==> src/rtl/vgaconsole_glyph_sequencer.sv <==
// Per-scanline text fetch scheduler: text RAM -> char ROM -> serial glyph pixels.
// Optional blinking cell cursor when VGACONSOLE_CURSOR_EN is defined.
module vgaconsole_glyph_sequencer #(
    parameter int COLS    = 10,
    parameter int ROWS    = 4,
    parameter int GLYPH_W = 5,
    parameter int GLYPH_H = 7,
    parameter int CELL_W  = 6,
    parameter int CELL_H  = 8,
    parameter int AW      = $clog2(COLS*ROWS)
) (
    input  logic                       clk,
    input  logic                       rst_n,
    input  logic                       pix_en,
    input  logic                       frame_start,
    input  logic                       line_start,
    input  logic                       de,
    output logic [AW-1:0]              txt_addr,
    input  logic [6:0]                 txt_data,
    output logic [6:0]                 rom_addr,
    input  logic [GLYPH_W*GLYPH_H-1:0] rom_data,
`ifdef VGACONSOLE_CURSOR_EN
    input  logic [$clog2(COLS)-1:0]    cursor_col,
    input  logic [$clog2(ROWS)-1:0]    cursor_row,
`endif
    output logic                       pixel
);
    localparam int RW = $clog2(ROWS+1);
    localparam int LW = $clog2(CELL_H);
    localparam int CW = $clog2(COLS+1);
    localparam int PW = $clog2(CELL_W);
    localparam logic [RW-1:0] ROW_END   = RW'(ROWS);
    localparam logic [LW-1:0] LINE_LAST = LW'(CELL_H-1);
    localparam logic [CW-1:0] COLS_M1   = CW'(COLS-1);
    localparam logic [PW-1:0] PX_LAST   = PW'(CELL_W-1);

    typedef enum logic [2:0] {IDLE, PREFETCH, READY, ACTIVE, DONE} state_t;

    state_t               state;
    logic [RW-1:0]        text_row, row_n;
    logic [LW-1:0]        cell_line, line_n;
    logic                 first, first_n;
    logic [CW-1:0]        col;
    logic [PW-1:0]        px;
    logic [1:0]           fstep;
    logic [GLYPH_W-1:0]   next_bits, shift, slice, start_bits;
    logic                 go, fetch_done, line_blank, cur, glyph_px;

`ifdef VGACONSOLE_CURSOR_EN
    localparam bit CURSOR = 1'b1;
    logic [4:0] frame_cnt;
    always_ff @(posedge clk or negedge rst_n) begin
        if (!rst_n)           frame_cnt <= '0;
        else if (frame_start) frame_cnt <= frame_cnt + 1'b1;
    end
    assign cur = frame_cnt[4] && (text_row == RW'(cursor_row)) && (col == CW'(cursor_col));
`else
    localparam bit CURSOR = 1'b0;
    assign cur = 1'b0;
`endif

    // frame_start is folded in before line_start so a coincident pair lands on line 0
    always_comb begin
        row_n   = text_row;
        line_n  = cell_line;
        first_n = first;
        if (frame_start) begin
            row_n   = '0;
            line_n  = '0;
            first_n = 1'b1;
        end
        if (line_start) begin
            if (first_n) first_n = 1'b0;
            else if (line_n == LINE_LAST) begin
                line_n = '0;
                if (row_n != ROW_END) row_n = row_n + 1'b1;
            end else line_n = line_n + 1'b1;
        end
    end

    // Gap scanlines only need rendering when the cursor can paint them
    assign line_blank = (row_n >= ROW_END) || (!CURSOR && (line_n >= LW'(GLYPH_H)));

    always_comb begin
        slice = '0;
        for (int i = 0; i < GLYPH_H; i++)
            if (cell_line == LW'(i)) slice = rom_data[i*GLYPH_W +: GLYPH_W];
    end

    assign fetch_done = (fstep == 2'd3);
    // A pixel arriving on the very clk the first fetch lands takes the ROM slice directly
    assign go         = pix_en && de && ((state == READY) || ((state == PREFETCH) && fetch_done));
    assign start_bits = (state == READY) ? next_bits : slice;
    assign glyph_px   = (px < PW'(GLYPH_W)) ? shift[px] : 1'b0;

    always_ff @(posedge clk or negedge rst_n) begin
        if (!rst_n) begin
            state     <= IDLE;
            text_row  <= '0;
            cell_line <= '0;
            first     <= 1'b1;
            col       <= '0;
            px        <= '0;
            fstep     <= 2'd0;
            next_bits <= '0;
            shift     <= '0;
            txt_addr  <= '0;
            rom_addr  <= '0;
            pixel     <= 1'b0;
        end else begin
            text_row  <= row_n;
            cell_line <= line_n;
            first     <= first_n;
            // fetch pipe: addr out -> RAM data -> ROM addr -> slice captured
            case (fstep)
                2'd1: fstep <= 2'd2;
                2'd2: begin rom_addr <= txt_data; fstep <= 2'd3; end
                2'd3: begin next_bits <= slice; fstep <= 2'd0; end
                default: ;
            endcase
            if (line_start) begin
                col   <= '0;
                px    <= '0;
                pixel <= 1'b0;
                if (line_blank) begin
                    state <= IDLE;
                    fstep <= 2'd0;
                end else begin
                    state    <= PREFETCH;
                    txt_addr <= AW'(row_n * COLS);
                    fstep    <= 2'd1;
                end
            end else begin
                case (state)
                    PREFETCH, READY: begin
                        pixel <= 1'b0;
                        if (go) begin
                            shift <= start_bits;
                            pixel <= start_bits[0] ^ cur;
                            px    <= PW'(1);
                            state <= ACTIVE;
                            if (COLS > 1) begin
                                txt_addr <= AW'(text_row * COLS) + AW'(1);
                                fstep    <= 2'd1;
                            end
                        end else if (fetch_done) state <= READY;
                    end
                    ACTIVE: begin
                        if (!de) begin
                            state <= DONE;
                            pixel <= 1'b0;
                        end else if (pix_en) begin
                            pixel <= glyph_px ^ cur;
                            if ((px == '0) && (col < COLS_M1)) begin
                                txt_addr <= AW'(text_row * COLS) + AW'(col) + AW'(1);
                                fstep    <= 2'd1;
                            end
                            if (px == PX_LAST) begin
                                px    <= '0;
                                col   <= col + 1'b1;
                                shift <= next_bits;
                                if (col == COLS_M1) state <= DONE;
                            end else px <= px + 1'b1;
                        end
                    end
                    default: pixel <= 1'b0;
                endcase
            end
        end
    end
endmodule

==> config.mk <==
export PLATFORM = sky130hd
export DESIGN_NAME = vgaconsole_glyph_sequencer
export DESIGN_NICKNAME = d
export VERILOG_FILES = /design/src/rtl/vgaconsole_glyph_sequencer.sv
export SDC_FILE = /design/constraint.sdc
export NUM_CORES = 1
export LEC_CHECK = 0
export CAP_MARGIN = 30
export CORE_ASPECT_RATIO = 1.2
export CORE_UTILIZATION = 43
export CTS_CLUSTER_DIAMETER = 30
export DETAILED_ROUTE_END_ITERATION = 7
export HOLD_SLACK_MARGIN = 0.12
export PLACE_DENSITY = 0.69
export SKIP_LAST_GASP = 1
export SYNTH_ARGS = -nofsm -noshare
export SYNTH_HDL_FRONTEND = slang
export SYNTH_SLANG_ARGS = --single-unit
==> constraint.sdc <==
create_clock -name clk -period 3.62 [get_ports clk]
set_clock_uncertainty 0.15 [all_clocks]
set_input_delay 0.362 -clock clk [delete_from_list [all_inputs] [get_ports clk]]
set_output_delay 0.362 -clock clk [all_outputs]
set_load 0.05 [all_outputs]
==> flow_metrics.py <==
metrics = {
    "detailed_routing": {
        "wl_per_cell_um": 14.1,
        "drt-pass1-iter-count": 4,
        "antenna_left": 0,
        "drtIter0Drc": 63,
        "routed_via_density": 5.50,
        "drt-total-wl_um": 6300,
        "drc": 0,
        "vias": 2463,
    },
    "yosys": {
        "synth.distinct_cells": 59,
        "avgSynthCellArea_um2": 9.54,
        "syn_nets": 372,
        "netlist.area_leader.share": 0.359,
        "async_flop_share": 1.00,
        "yosysWarnings": 0,
        "ys_ff_latch": 43,
        "synth_flop_cell": "dfrtp_1",
        "yosys-top-cells-area": "dfrtp_1 36%, ha_1 6.8%, a21oi_1 5.0%",
        "synth_edf_count": 0,
        "syn_inst": 307,
        "syn_area_um2": 2930,
        "synth_top_area_cell": "dfrtp_1",
        "ys_seq_area_frac": 0.368,
    },
    "cells_and_area": {
        "layout-drive-gt1-share": 0.107,
        "final_nets": 427,
        "diodes": 0,
        "final_cell_mix": "60 x clkdlybuf4s50_1, 42 x dfrtp_1, 29 x a21oi_1, 24 x nor2_1, 24 x nand2_1",
        "area_delta_synth_final_pct": 27.2,
        "multi_input_area_um2": 1710,
        "final-seq-area_um2": 1080,
        "layout_commonest_cell": "clkdlybuf4s50_1",
        "fill_cells": 581,
        "final_util": 0.571,
    },
    "pwr": {
        "p_int_w": 0.00108,
        "clkPwrFrac": 0.224,
        "total_power_w": 0.00169,
        "seqPwrFrac": 0.394,
        "sw_frac_of_total": 0.360,
        "worst_ir_drop_vdd_uv": 355,
        "p_leak_nw": 1.56,
        "power_density_nw_per_um2": 453,
        "power_switching_w": 0.000609,
        "pwr-share-comb": 0.382,
    },
    "worst_setup_path": {
        "critPathLaunchType": "input pin",
        "cpMaxStageDelayCell": "clkdlybuf4s50_1",
        "r2r_start": "cell_line[2]$_DFF_PN0_",
        "cpMostUsedCell": "ha_1",
        "r2r-end": "txt_addr[4]$_DFFE_PN0P_",
        "arrival_ns": 3.15,
        "reg2reg_slack_ns": 0.56,
        "endpoint_kind": "register",
        "setup.worst_path.start": "frame_start",
        "crit_path_cell_trace": "clkdlybuf4s50_1 > nor2b_1 > ha_1 > ha_1 > and4bb_1 > o211a_1 > or2_2 > ha_1 > ha_1 > a22oi_1 > nand3_1 > mux2_4",
        "critical_path.max_fanout": 5,
        "max_stage_delay_ns": 0.55,
        "cp.required_ns": 3.66,
        "r2r_cells": 11,
        "timing_worst_setup_path_type": "in2reg",
    },
    "status": {
        "status": "finished clean",
    },
    "floorplanning": {
        "ios": 62,
        "num_rows": 32,
        "start_util": 0.449,
        "die_h_um": 92.4,
        "die-area_um2": 7150,
        "core_um2": 6530,
        "dieWidth_um": 77.4,
    },
    "sta": {
        "finalCriticalPeriod_ns": 3.11,
        "hold_viol": 0,
        "worstMarginPinSlew_ns": 0.542,
        "fin_crit_sh": 0.860,
        "setup-violations-final": 0,
        "tns_ns": 0,
        "rsz0062_at_grt": "no",
        "timing.fmax_ghz": 0.321,
        "holdWs_ns": 0.358,
        "slew_headroom": 0.638,
        "setup_slack_ns": 0.507,
        "report.final.slew_viol_count": 0,
    },
    "global_routing": {
        "antenna_found_initial": 0,
        "gr-total-overflow": 0,
        "grt_pass1_wl_um": 10700,
        "grtUsageTotal": 0.188,
        "grt_max_degree": 30,
        "first_global_vias": 2327,
    },
    "clock_tree": {
        "hold_buffers": 1,
        "post_cts.repair.setup_buffers": 0,
        "cts_buffer_depth": 2,
        "cts_buffers": 5,
        "htree_levels": 2,
        "clk_latency_ns": 0.30,
        "cts.sinks": 43,
        "cts_resized": 0,
        "root_buffer": "clkbuf_8",
        "cts.clk_slew.worst_paths_ns": 0.08,
        "cts_tree": "built",
    },
    "placement": {
        "gp_congestion": 0.805,
        "place_ws_ns": 0.197,
        "dpl.hpwl_um": 4880,
        "portBuffers": 61,
    },
    "worst_hold_path": {
        "hp-class": "reg2reg",
        "worstHoldStart": "shift[0]$_DFFE_PN0P_",
        "whs_endpoint": "shift[0]$_DFFE_PN0P_",
        "hold_path_depth": 2,
    },
    "job": {
        "cap_violations": 0,
    },
}
[layout make-up]
type,count,area share
Sequential cell,43,0.289
Clock inverter,3,0.0117
Inverter,14,0.0141
Multi-Input combinational cell,231,0.458
Clock buffer,5,0.0185
Tap cell,85,0.0285
Timing Repair Buffer,67,0.181
[stage by stage]
stage / std cells / instance area (µm²)
after floorplan: 307 / 2930
after global placement: 438 / 3580
after detailed placement: 439 / 3600
after CTS: 448 / 3730
after global routing: 448 / 3730
final: 448 / 3730
[logic make-up (layout without fill, tap and decap cells)]
kind of cell,count (synthesis),in the layout,synth area share
muxes,29,29,0.125
xor gates and xnor gates,6,6,0.0179
DFF,43,43,0.368
and+or+nand+nor,104,104,0.190
buffers and inverters,33,89,0.0504
adders and majority gates,17,17,0.0751
AOI/OAI and AO/OA,75,75,0.173
[routing by layer]
metal	GRT usage	vias to the layer above	wire length (µm)
met5	0	-	0
met4	0.0566	0	74
met3	0.0325	5	293
met2	0.336	73	3030
met1	0.228	1179	2900
li1	-	1206	-
[power groups by stage]
stage / clock (W) / combinational [W] / sequential (W)
final: 0.000379 / 0.000646 / 0.000666
after global routing: 0.000400 / 0.000698 / 0.000682
after CTS: 0.000385 / 0.000651 / 0.000666
after detailed placement: 0 / 0.000648 / 0.000676
after global placement: 0 / 0.000635 / 0.000671
after floorplan: 0 / 0.000293 / 0.000815
[cell usage after synthesis, types with 4 or more instances]
cell and n:
ha_1 16, dfrtp_1 42, nor2_1 24, xnor2_1 5, a21oi_1 29, nand2b_1 8, mux2i_1 13, buf_2 7
a211o_1 4, nand3b_1 5, nand3_1 7, nand2_1 24, a31oi_1 4, inv_1 14, o21ai_0 10, mux2_2 9
nor2b_1 16, clkbuf_1 8
[worst max-delay path by stage]
stage / to / slack (ns) / cells past startpoint
5_1_grt: txt_addr[4]$_DFFE_PN0P_ / 0.37 / 12
2_1_floorplan: txt_addr[4]$_DFFE_PN0P_ / 0.41 / 13
6_report: txt_addr[4]$_DFFE_PN0P_ / 0.51 / 12
3_3_place_gp: txt_addr[4]$_DFFE_PN0P_ / 0.25 / 12
4_1_cts: txt_addr[4]$_DFFE_PN0P_ / 0.51 / 12
3_5_place_dp: txt_addr[4]$_DFFE_PN0P_ / 0.20 / 12
[flip-flops by register name, indices dropped and copies added, names as in the netlist]
register,flops
first,1
text_row,3
col,4
fstep,2
state,3
shift,5
px,3
next_bits,5
rom_addr,7
txt_addr,6
pixel,1
cell_line,3
[worst max-delay path, delay by kind of cell]
family,cells,cell delay (ns)
AND/OR/NAND/NOR,4,0.73
AO/OA/AOI/OAI,2,0.35
buffers and inverters,1,0.55
adder cells (fa/ha/maj),4,0.89
multiplexers,1,0.26
Note: power is estimated with default switching activity, not from simulation.
